`src/rtl/wishbone_classic_burst_master_if.sv`:
```
// Wishbone classic bus bundle with cti/bte burst tags, shared by the burst master and its slave.
interface wishbone_classic_burst_master_if #(
  parameter int ADDRESS_WIDTH = 16,
  parameter int BUS_WIDTH     = 4
) ();
  logic                     m_wb_cyc;
  logic                     m_wb_stb;
  logic                     m_wb_we;
  logic [ADDRESS_WIDTH-1:0] m_wb_addr;
  logic [BUS_WIDTH*8-1:0]   m_wb_data_o;
  logic [BUS_WIDTH-1:0]     m_wb_sel;
  logic [2:0]               m_wb_cti;
  logic [1:0]               m_wb_bte;
  logic                     m_wb_ack;
  logic [BUS_WIDTH*8-1:0]   m_wb_data_i;

  modport master (
    output m_wb_cyc, m_wb_stb, m_wb_we, m_wb_addr, m_wb_data_o, m_wb_sel, m_wb_cti, m_wb_bte,
    input  m_wb_ack, m_wb_data_i
  );

  modport slave (
    input  m_wb_cyc, m_wb_stb, m_wb_we, m_wb_addr, m_wb_data_o, m_wb_sel, m_wb_cti, m_wb_bte,
    output m_wb_ack, m_wb_data_i
  );
endinterface

```
`src/rtl/wishbone_classic_burst_master.sv`:
```
// Command-driven Wishbone classic master: one incrementing burst per command, write data from a
// valid/ready stream, read data into a 2-entry output buffer.
module wishbone_classic_burst_master #(
  parameter int ADDRESS_WIDTH = 16,
  parameter int BUS_WIDTH     = 4,
  parameter int LEN_WIDTH     = 8
) (
  input  logic                     clk,
  input  logic                     rst,
  input  logic                     cmd_valid,
  output logic                     cmd_ready,
  input  logic                     cmd_we,
  input  logic [ADDRESS_WIDTH-1:0] cmd_addr,
  input  logic [LEN_WIDTH-1:0]     cmd_len,
  input  logic [BUS_WIDTH*8-1:0]   wr_data,
  input  logic                     wr_valid,
  output logic                     wr_ready,
  output logic [BUS_WIDTH*8-1:0]   rd_data,
  output logic                     rd_valid,
  input  logic                     rd_ready,
  output logic                     busy,
  output logic                     done,
  wishbone_classic_burst_master_if.master wb
);
  localparam logic [2:0] CTI_CLASSIC = 3'b000;
  localparam logic [2:0] CTI_INCR    = 3'b010;
  localparam logic [2:0] CTI_END     = 3'b111;
  localparam logic [ADDRESS_WIDTH-1:0] ADDR_STEP = ADDRESS_WIDTH'(BUS_WIDTH);
  localparam logic [ADDRESS_WIDTH-1:0] ADDR_MASK = ~ADDRESS_WIDTH'(BUS_WIDTH - 1);

  typedef enum logic [1:0] {ST_IDLE = 2'd0, ST_WAIT = 2'd1, ST_BEAT = 2'd2} state_t;

  state_t                   state_r, state_next_s;
  logic                     cyc_r, cyc_next_s;
  logic                     stb_r, stb_next_s;
  logic                     we_r, we_next_s;
  logic [ADDRESS_WIDTH-1:0] addr_r, addr_next_s;
  logic [BUS_WIDTH*8-1:0]   data_r, data_next_s;
  logic [BUS_WIDTH-1:0]     sel_r, sel_next_s;
  logic [2:0]               cti_r, cti_next_s;
  logic [LEN_WIDTH-1:0]     len_r, len_next_s;
  logic [LEN_WIDTH-1:0]     cnt_r, cnt_next_s;
  logic                     done_r, done_next_s;
  logic                     cmd_ready_s, wr_ready_s;

  logic [BUS_WIDTH*8-1:0]   buf_r [0:1];
  logic                     head_r;
  logic [1:0]               fill_r;
  logic                     push_s, pop_s;
  logic [1:0]               fill_next_s;
  logic [LEN_WIDTH-1:0]     cnt_inc_s;

  assign pop_s       = (fill_r != 2'd0) & rd_ready;
  assign push_s      = (state_r == ST_BEAT) & wb.m_wb_ack & ~we_r;
  assign fill_next_s = fill_r - {1'b0, pop_s} + {1'b0, push_s};
  assign cnt_inc_s   = cnt_r + LEN_WIDTH'(1);

  // Next-state and next-output logic of the burst sequencer.
  always_comb begin
    state_next_s = state_r;
    cyc_next_s   = cyc_r;
    stb_next_s   = stb_r;
    we_next_s    = we_r;
    addr_next_s  = addr_r;
    data_next_s  = data_r;
    sel_next_s   = sel_r;
    cti_next_s   = cti_r;
    len_next_s   = len_r;
    cnt_next_s   = cnt_r;
    done_next_s  = 1'b0;
    cmd_ready_s  = 1'b0;
    wr_ready_s   = 1'b0;
    case (state_r)
      ST_IDLE: begin
        cmd_ready_s = 1'b1;
        if (cmd_valid) begin
          state_next_s = ST_WAIT;
          cyc_next_s   = 1'b1;
          we_next_s    = cmd_we;
          addr_next_s  = cmd_addr & ADDR_MASK;
          sel_next_s   = {BUS_WIDTH{1'b1}};
          cti_next_s   = (cmd_len == {LEN_WIDTH{1'b0}}) ? CTI_END : CTI_INCR;
          len_next_s   = cmd_len;
          cnt_next_s   = {LEN_WIDTH{1'b0}};
        end else begin
          state_next_s = ST_IDLE;
        end
      end
      ST_WAIT: begin
        if (we_r) begin
          wr_ready_s = 1'b1;
          if (wr_valid) begin
            data_next_s  = wr_data;
            stb_next_s   = 1'b1;
            state_next_s = ST_BEAT;
          end else begin
            state_next_s = ST_WAIT;
          end
        end else if (fill_next_s < 2'd2) begin
          stb_next_s   = 1'b1;
          state_next_s = ST_BEAT;
        end else begin
          state_next_s = ST_WAIT;
        end
      end
      ST_BEAT: begin
        if (wb.m_wb_ack) begin
          addr_next_s = addr_r + ADDR_STEP;
          cnt_next_s  = cnt_inc_s;
          if (cnt_r == len_r) begin
            state_next_s = ST_IDLE;
            cyc_next_s   = 1'b0;
            stb_next_s   = 1'b0;
            we_next_s    = 1'b0;
            sel_next_s   = {BUS_WIDTH{1'b0}};
            cti_next_s   = CTI_CLASSIC;
            done_next_s  = 1'b1;
          end else begin
            cti_next_s = (cnt_inc_s == len_r) ? CTI_END : CTI_INCR;
            if (we_r) begin
              wr_ready_s = 1'b1;
              if (wr_valid) begin
                data_next_s = wr_data;
              end else begin
                stb_next_s   = 1'b0;
                state_next_s = ST_WAIT;
              end
            end else if (fill_next_s < 2'd2) begin
              state_next_s = ST_BEAT;
            end else begin
              // Buffer would be full after this beat: pause until the consumer pops.
              stb_next_s   = 1'b0;
              state_next_s = ST_WAIT;
            end
          end
        end else begin
          state_next_s = ST_BEAT;
        end
      end
      default: begin
        state_next_s = ST_IDLE;
        cyc_next_s   = 1'b0;
        stb_next_s   = 1'b0;
      end
    endcase
  end

  // Sequencer state and registered bus outputs.
  always_ff @(posedge clk or posedge rst) begin
    if (rst) begin
      state_r <= ST_IDLE;
      cyc_r   <= 1'b0;
      stb_r   <= 1'b0;
      we_r    <= 1'b0;
      addr_r  <= {ADDRESS_WIDTH{1'b0}};
      data_r  <= {(BUS_WIDTH*8){1'b0}};
      sel_r   <= {BUS_WIDTH{1'b0}};
      cti_r   <= 3'b000;
      len_r   <= {LEN_WIDTH{1'b0}};
      cnt_r   <= {LEN_WIDTH{1'b0}};
      done_r  <= 1'b0;
    end else begin
      state_r <= state_next_s;
      cyc_r   <= cyc_next_s;
      stb_r   <= stb_next_s;
      we_r    <= we_next_s;
      addr_r  <= addr_next_s;
      data_r  <= data_next_s;
      sel_r   <= sel_next_s;
      cti_r   <= cti_next_s;
      len_r   <= len_next_s;
      cnt_r   <= cnt_next_s;
      done_r  <= done_next_s;
    end
  end

  // Two-entry read buffer; the tail slot is head ^ fill because a push only happens when fill <= 1.
  always_ff @(posedge clk or posedge rst) begin
    if (rst) begin
      buf_r[0] <= {(BUS_WIDTH*8){1'b0}};
      buf_r[1] <= {(BUS_WIDTH*8){1'b0}};
      head_r   <= 1'b0;
      fill_r   <= 2'd0;
    end else begin
      if (push_s) begin
        buf_r[head_r ^ fill_r[0]] <= wb.m_wb_data_i;
      end else begin
        buf_r[head_r ^ fill_r[0]] <= buf_r[head_r ^ fill_r[0]];
      end
      head_r <= pop_s ? ~head_r : head_r;
      fill_r <= fill_next_s;
    end
  end

  assign cmd_ready      = cmd_ready_s;
  assign wr_ready       = wr_ready_s;
  assign rd_data        = buf_r[head_r];
  assign rd_valid       = (fill_r != 2'd0);
  assign busy           = (state_r != ST_IDLE);
  assign done           = done_r;
  assign wb.m_wb_cyc    = cyc_r;
  assign wb.m_wb_stb    = stb_r;
  assign wb.m_wb_we     = we_r;
  assign wb.m_wb_addr   = addr_r;
  assign wb.m_wb_data_o = data_r;
  assign wb.m_wb_sel    = sel_r;
  assign wb.m_wb_cti    = cti_r;
  assign wb.m_wb_bte    = 2'b00;
endmodule

```
`src/flat_wrapper.sv`:
```
// flat-port wrapper written by rule: the top's interface ports become plain ports
module wishbone_classic_burst_master_flat 
#(
  parameter int ADDRESS_WIDTH = 16,
  parameter int BUS_WIDTH     = 4,
  parameter int LEN_WIDTH     = 8
)
  (clk, rst, cmd_valid, cmd_ready, cmd_we, cmd_addr, cmd_len, wr_data, wr_valid, wr_ready, rd_data, rd_valid, rd_ready, busy, done, wb_m_wb_cyc, wb_m_wb_stb, wb_m_wb_we, wb_m_wb_addr, wb_m_wb_data_o, wb_m_wb_sel, wb_m_wb_cti, wb_m_wb_bte, wb_m_wb_ack, wb_m_wb_data_i);
  wishbone_classic_burst_master_if #(.ADDRESS_WIDTH(ADDRESS_WIDTH), .BUS_WIDTH(BUS_WIDTH)) wb_i ();
  input  logic clk;
  input  logic rst;
  input  logic cmd_valid;
  output logic cmd_ready;
  input  logic cmd_we;
  input  logic [ADDRESS_WIDTH-1:0] cmd_addr;
  input  logic [LEN_WIDTH-1:0] cmd_len;
  input  logic [BUS_WIDTH*8-1:0] wr_data;
  input  logic wr_valid;
  output logic wr_ready;
  output logic [BUS_WIDTH*8-1:0] rd_data;
  output logic rd_valid;
  input  logic rd_ready;
  output logic busy;
  output logic done;
  output wire logic [$bits(wb_i.m_wb_cyc)-1:0] wb_m_wb_cyc;
  output wire logic [$bits(wb_i.m_wb_stb)-1:0] wb_m_wb_stb;
  output wire logic [$bits(wb_i.m_wb_we)-1:0] wb_m_wb_we;
  output wire logic [$bits(wb_i.m_wb_addr)-1:0] wb_m_wb_addr;
  output wire logic [$bits(wb_i.m_wb_data_o)-1:0] wb_m_wb_data_o;
  output wire logic [$bits(wb_i.m_wb_sel)-1:0] wb_m_wb_sel;
  output wire logic [$bits(wb_i.m_wb_cti)-1:0] wb_m_wb_cti;
  output wire logic [$bits(wb_i.m_wb_bte)-1:0] wb_m_wb_bte;
  input wire logic [$bits(wb_i.m_wb_ack)-1:0] wb_m_wb_ack;
  input wire logic [$bits(wb_i.m_wb_data_i)-1:0] wb_m_wb_data_i;
  assign wb_m_wb_cyc = wb_i.m_wb_cyc;
  assign wb_m_wb_stb = wb_i.m_wb_stb;
  assign wb_m_wb_we = wb_i.m_wb_we;
  assign wb_m_wb_addr = wb_i.m_wb_addr;
  assign wb_m_wb_data_o = wb_i.m_wb_data_o;
  assign wb_m_wb_sel = wb_i.m_wb_sel;
  assign wb_m_wb_cti = wb_i.m_wb_cti;
  assign wb_m_wb_bte = wb_i.m_wb_bte;
  assign wb_i.m_wb_ack = wb_m_wb_ack;
  assign wb_i.m_wb_data_i = wb_m_wb_data_i;
  wishbone_classic_burst_master #(.ADDRESS_WIDTH(ADDRESS_WIDTH), .BUS_WIDTH(BUS_WIDTH), .LEN_WIDTH(LEN_WIDTH)) u_core (.clk(clk), .rst(rst), .cmd_valid(cmd_valid), .cmd_ready(cmd_ready), .cmd_we(cmd_we), .cmd_addr(cmd_addr), .cmd_len(cmd_len), .wr_data(wr_data), .wr_valid(wr_valid), .wr_ready(wr_ready), .rd_data(rd_data), .rd_valid(rd_valid), .rd_ready(rd_ready), .busy(busy), .done(done), .wb(wb_i));
endmodule
```
`config.mk`:
```
export PLATFORM = sky130hd
export DESIGN_NAME = wishbone_classic_burst_master_flat
export DESIGN_NICKNAME = d
export VERILOG_FILES = /design/src/rtl/wishbone_classic_burst_master_if.sv /design/src/rtl/wishbone_classic_burst_master.sv /design/src/flat_wrapper.sv
export SDC_FILE = /design/constraint.sdc
export NUM_CORES = 1
export LEC_CHECK = 0
export CAP_MARGIN = 5
export CORE_ASPECT_RATIO = 0.5
export CORE_UTILIZATION = 30
export DETAILED_ROUTE_END_ITERATION = 8
export HOLD_SLACK_MARGIN = 0.1
export SYNTH_ARGS = -nofsm -noshare
export SYNTH_HDL_FRONTEND = slang
export SYNTH_SLANG_ARGS = --single-unit
```
`constraint.sdc`:
```
create_clock -name clk -period 7.8 [get_ports clk]
set_input_delay 1.56 -clock clk [delete_from_list [all_inputs] [get_ports clk]]
set_output_delay 1.56 -clock clk [all_outputs]
set_load 0.05 [all_outputs]
```
==> summary.txt, run 1 <==
H-tree levels: 4
first-pass GRT wire length: 26910 um
dpl ws: 2.665 ns
total track usage: 0.1561
register area share after synthesis: 0.5237
RSZ-0062 raised after global routing: false
relative slew slack: 0.2592
die height: 106.8 um
Crit path max-delay family: buffers and inverters
Setup Skew: 0.007342 ns
Area contributors post-synth: dfrtp_1, mux2_2, mux2_4, nand2_1, ha_1
DIE WIDTH: 211.7 um
CP Class: in2out
1st-pass router iterations: 4
top-level I/O count: 192
syn avg cell area: 13.03 um^2
Clk pin slew, worst setup/hold paths: 0.06 ns
Clock Tree Root: clkbuf_16
Leak: 3.936 nW
Reg power frac: 0.276
critical-path cell list: clkdlybuf4s50_1, nand2_1, a21oi_2, nor2_1, nor2_1, clkdlybuf4s50_1
setup bufs post-CTS: 0
Post-synth EDFFs: 0
number of global-route vias before repair: 4939
Psw: 0.002013 W
FMAX: 193.9 MHz
Slew Viols, Final: 0
GRT Residual Overflow: 0
CTS Sinks: 138
outcome: finished, final reports clean
internal power: 0.002585 W
crit path capture type: output port
Layout Nets: 785
final worst slack: 2.642 ns
cell taking the most area after synthesis: dfrtp_1
Final Hold Violating Endpoints: 0
cts repair resizes: 0
Initial Util: 0.3137
P&R area growth vs syn: 40.93%
multi-input combinational cell area: 2918 um^2
antenna violations before repair: 0
HP Class: reg2reg
Ys Warns: 0
slowest CP cell: clkdlybuf4s50_1
top-count cell post-synth: dfrtp_1
slew of the pin with the lowest slew margin: 1.107 ns
synthesized instance count: 506
Critical Path AT: 3.60 ns
PD cells: 494.8 nW/um^2
number of library cell types mapped by synthesis: 55
row count: 37
Synth top cells by count: dfrtp_1, mux2_2, mux2_4
core area: 21020 um^2
Worst Path Max Fanout: 6
required time of the critical path: 6.24 ns
Final Power: 0.004598 W
post-DP HPWL: 11330 um
sw frac: 0.4378
gpl congestion: 0.7930
Synth async-reset ratio: 1.000
maximum vdd drop: 0.0002030 V
via count: 4616
TritonCTS clock tree: built
final core utilization: 0.4421
share of the synthesized area in the top cell type: 0.5237
Final period util: 0.6613
ys flop type: dfrtp_1
Critical path buffers and inverters: 2
clk buf depth: 2
min Tclk post-route: 5.158 ns
ANT cells: 0
Seq cells post-synth: 138
Setup-failing EPs final: 0
area of the mapped netlist: 6594 um^2
initial DRC count: 243
combinational fraction of design power: 0.535
DRT antenna net count: 0
max incr delay on CP: 0.84 ns
Critical Path Source Type: input pin
Fill cells: 1982
vias per cell: 4.677
Register Area: 3453 um^2
largest net degree at the start of global routing: 87
max capacitance violation total: 0
wire length per cell: 16.65 um
area of the die: 22610 um^2
hold bufs inserted after CTS: 0
CTS buffer count: 17
clock latency on the worst-skew pair: 0.42 ns
hold_ws: 0.4867 ns
clock power share: 0.189
Final TNS setup: 0 ns
share of cells above drive strength 1: 0.2576
DR DRC count: 0
final wirelength: 16440 um
Port Buf Inserts: 185
[final timing paths]
path,slack [ns],to,cells after the start,startpoint
min in group asynchronous,1.66,u_core.buf_r[58],2,rst
max in group asynchronous,4.92,u_core.len_r[2],3,rst
min,0.49,u_core.buf_r[5],1,u_core.buf_r[5]
max,2.64,wr_ready,6,wb_m_wb_ack
min reg2reg,0.49,u_core.buf_r[5],1,u_core.buf_r[5]
max reg2reg,5.06,u_core.state_r[1],10,u_core.state_r[0]
[layout by cell type (no fill, tap or decap), types with 8 or more instances in the layout]
| cell | instances |
|---|---|
| clkbuf_16 | 17 |
| nor2_1 | 17 |
| clkdlybuf4s50_1 | 185 |
| mux2_2 | 102 |
| mux2_4 | 30 |
| inv_1 | 9 |
| xor2_1 | 10 |
| mux2i_1 | 9 |
| o21ai_0 | 15 |
| nand2_1 | 27 |
| nand3_1 | 12 |
| dfrtp_1 | 138 |
| ha_1 | 8 |
[flip-flops by register name, indices dropped and copies added, names as in the netlist]
register               flops
u_core.state_r             2
u_core.wb.m_wb_cyc         1
u_core.len_r               8
u_core.wb.m_wb_data_o     32
u_core.wb.m_wb_we          1
u_core.wb.m_wb_cti         2
u_core.done                1
u_core.wb.m_wb_sel         1
u_core.head_r              1
u_core.buf_r              64
u_core.cnt_r               8
u_core.wb.m_wb_stb         1
u_core.fill_r              2
u_core.wb.m_wb_addr       14
[routing by layer]
| layer | global-route usage | vias up | wire length, um | share of wire |
|---|---|---|---|---|
| li1 | - | 2157 | - | - |
| met1 | 0.1987 | 2360 | 7393 | 0.45 |
| met2 | 0.2556 | 78 | 8228 | 0.50 |
| met4 | 0.06159 | 0 | 300 | 0.018 |
| met5 | 0 | - | 0 | 0 |
| met3 | 0.03837 | 21 | 512 | 0.031 |
[stage by stage]
step | cell area [um^2] | instances
final | 9293 | 987
after floorplan | 6605 | 509
after global routing | 9293 | 987
after CTS | 9293 | 987
after detailed placement | 8661 | 955
after global placement | 8661 | 955
[power groups by stage]
stage / sequential [W] / clock, W / combinational, W
6_report: 0.00127 / 0.000870 / 0.00246
5_1_grt: 0.00132 / 0.000929 / 0.00259
4_1_cts: 0.00127 / 0.000899 / 0.00249
3_5_place_dp: 0.00128 / 0 / 0.00248
3_3_place_gp: 0.00126 / 0 / 0.00245
2_1_floorplan: 0.00165 / 0 / 0.00134
[area by class of cell]
| type | count | share of cell area |
|---|---|---|
| flip-flops and latches | 138 | 0.3716 |
| multi-input cells | 326 | 0.3140 |
| repair buffers | 189 | 0.2025 |
| clock buffers | 18 | 0.04726 |
| well taps | 292 | 0.03932 |
| clock inverters | 14 | 0.02074 |
| inverters | 10 | 0.004578 |
[kinds of logic (layout without fill, tap and decap cells)]
family / after synthesis / count (layout) / share of synthesized area
multiplexers: 146 / 146 / 0.2647
XOR/XNOR: 18 / 18 / 0.02505
adder cells (fa/ha/maj): 8 / 8 / 0.01518
flip-flops: 138 / 138 / 0.5237
other: 1 / 4 / 0.0005687
buffers and inverters: 45 / 231 / 0.03643
AND/OR/NAND/NOR: 95 / 95 / 0.07477
AO/OA/AOI/OAI: 55 / 55 / 0.05959
Power figures use the tool's default switching activity.
==> run 2, diff against run 1 <==
==> constraint.sdc (replaced) <==
create_clock -name clk -period 5.1 [get_ports clk]
set_input_delay 1.02 -clock clk [delete_from_list [all_inputs] [get_ports clk]]
set_output_delay 1.02 -clock clk [all_outputs]
set_load 0.05 [all_outputs]
==> summary.txt, run 2 (same netlist as run 1, synthesis figures left out) <==
Leak: 3.915 nW (-0.53%)
reg-to-reg startpoint: u_core.state_r[0]
wire length per cell: 16.21 um (-2.6%)
Initial Util: 0.3137 (unchanged)
setup bufs post-CTS: 0 (unchanged)
Largest register FFs: 64 (unchanged)
maximum vdd drop: 0.0002779 V (+37%)
Final period util: 0.7983
share of cells above drive strength 1: 0.2572 (-0.0003700)
final core utilization: 0.4401 (-0.002084)
CTS Sinks: 138 (unchanged)
Layout Nets: 786 (+0.13%)
largest net degree at the start of global routing: 85 (-2.3%)
first-pass GRT wire length: 25880 um (-3.8%)
P&R area growth vs syn: 40.27%
cts repair resizes: 0 (unchanged)
internal power: 0.003862 W (+49%)
Reg power frac: 0.280 (+0.004)
worst hold stages: 1 (unchanged)
HP Class: reg2reg
Psw: 0.003036 W (+51%)
row count: 37 (unchanged)
die height: 106.8 um (unchanged)
clock power share: 0.175 (-0.014)
CP Class: in2out
Critical Path Source Type: input pin
TritonCTS clock tree: built
GRT Residual Overflow: 0 (unchanged)
Setup-failing EPs final: 0 (unchanged)
sw frac: 0.4401 (+0.002269)
Fill cells: 1985 (+0.15%)
commonest cells after routing, fill and taps aside: clkdlybuf4s50_1, dfrtp_1, mux2_2
core area: 21020 um^2 (unchanged)
WHS Endpoint: u_core.buf_r[5]
antenna violations before repair: 0 (unchanged)
DRT antenna net count: 0 (unchanged)
ANT cells: 0 (unchanged)
outcome: finished, final reports clean
combinational fraction of design power: 0.545 (+0.010)
FMAX: 245.6 MHz
post-DP HPWL: 11330 um (about the same)
clock latency on the worst-skew pair: 0.42 ns (about the same)
DIE WIDTH: 211.7 um (unchanged)
Clk pin slew, worst setup/hold paths: 0.06 ns (about the same)
commonest non-fill, non-tap cell in the layout: clkdlybuf4s50_1
Port Buf Inserts: 185 (unchanged)
PD cells: 745.8 nW/um^2 (+51%)
via count: 4600 (-0.35%)
relative slew slack: 0.2470 (-0.01215)
final wirelength: 16020 um (-2.5%)
1st-pass router iterations: 6 (+2)
reg2reg end: u_core.wb.m_wb_addr[3]
hold_ws: 0.4912 ns (+0.004488 ns)
Final Hold Violating Endpoints: 0 (unchanged)
H-tree levels: 4 (unchanged)
number of global-route vias before repair: 4857 (-1.7%)
initial DRC count: 222 (-8.6%)
required time of the critical path: 4.08 ns (-2.16 ns)
Final Power: 0.006898 W (+50%)
total track usage: 0.1490 (-0.007146)
HP Start: u_core.buf_r[5]
clk buf depth: 2 (unchanged)
max capacitance violation total: 0 (unchanged)
Setup Skew: 0.006964 ns (-0.0003775 ns)
crit path capture type: output port
Critical Path AT: 3.05 ns (-0.55 ns)
slew of the pin with the lowest slew margin: 1.125 ns (+0.01815 ns)
R2R Setup Slk: 2.36 ns (-2.70 ns)
FF-to-FF path depth: 6 (-4)
Clock Tree Root: clkbuf_16
Final TNS setup: 0 ns (unchanged)
RSZ-0062 raised after global routing: false
Slew Viols, Final: 0 (unchanged)
Biggest register: u_core.buf_r
hold bufs inserted after CTS: 0 (unchanged)
DR DRC count: 0 (unchanged)
vias per cell: 4.656 (-0.45%)
Worst Path Max Fanout: 6 (unchanged)
area of the die: 22610 um^2 (unchanged)
min Tclk post-route: 4.071 ns
gpl congestion: 0.7853 (-0.97%)
CTS buffer count: 17 (unchanged)
top-level I/O count: 192 (unchanged)
-- run 2: worst max-delay path: stages --
cell and delay [ns]:
clkdlybuf4s50_1 0.54, nand2_1 0.20, a21oi_2 0.25, nor2_1 0.08, nor2_1 0.11, clkdlybuf4s50_1 0.85
-- run 2: worst max-delay path by stage --
stage,from,to,slack [ns],depth (start not counted)
final,wb_m_wb_ack,wr_ready,1.03,6
after global routing,wb_m_wb_ack,wr_ready,0.91,6
after floorplan,rst,u_core.buf_r[0],0.38,1
after CTS,wb_m_wb_ack,wr_ready,1.04,6
after global placement,wb_m_wb_ack,wr_ready,1.07,6
after detailed placement,wb_m_wb_ack,wr_ready,1.05,6
-- run 2: through the flow --
stage,area [um^2],cells,setup slack (ns)
final,9249,988,1.029
after global routing,9249,988,0.9141
after CTS,9249,988,1.042
after detailed placement,8668,956,1.048
after global placement,8668,956,1.069
after floorplan,6605,509,0.3838
-- run 2: power groups by stage --
stage               Sequential [W]  Clock [W]  Combinational (W)
finish                     0.00193    0.00121            0.00376
floorplan                  0.00252          0            0.00206
CTS                        0.00194    0.00125            0.00380
detailed placement         0.00195          0            0.00379
global route               0.00201    0.00130            0.00395
global placement           0.00192          0            0.00376
-- run 2: area by class of cell --
cell class                      count  area, um^2  share of cell area
Tap cell                          292       365.4             0.03950
Multi-Input combinational cell    326        2918              0.3155
Inverter                           10       42.54            0.004600
Clock inverter                     12       123.9             0.01339
Sequential cell                   138        3453              0.3734
Clock buffer                       20       456.7             0.04938
Timing Repair Buffer              190        1889              0.2043
-- run 2: metal layers --
metal | GRT usage | share of wire
met1 | 0.1873 | 0.44
met2 | 0.2479 | 0.51
met3 | 0.03076 | 0.032
met4 | 0.06677 | 0.021
met5 | 0 | 0
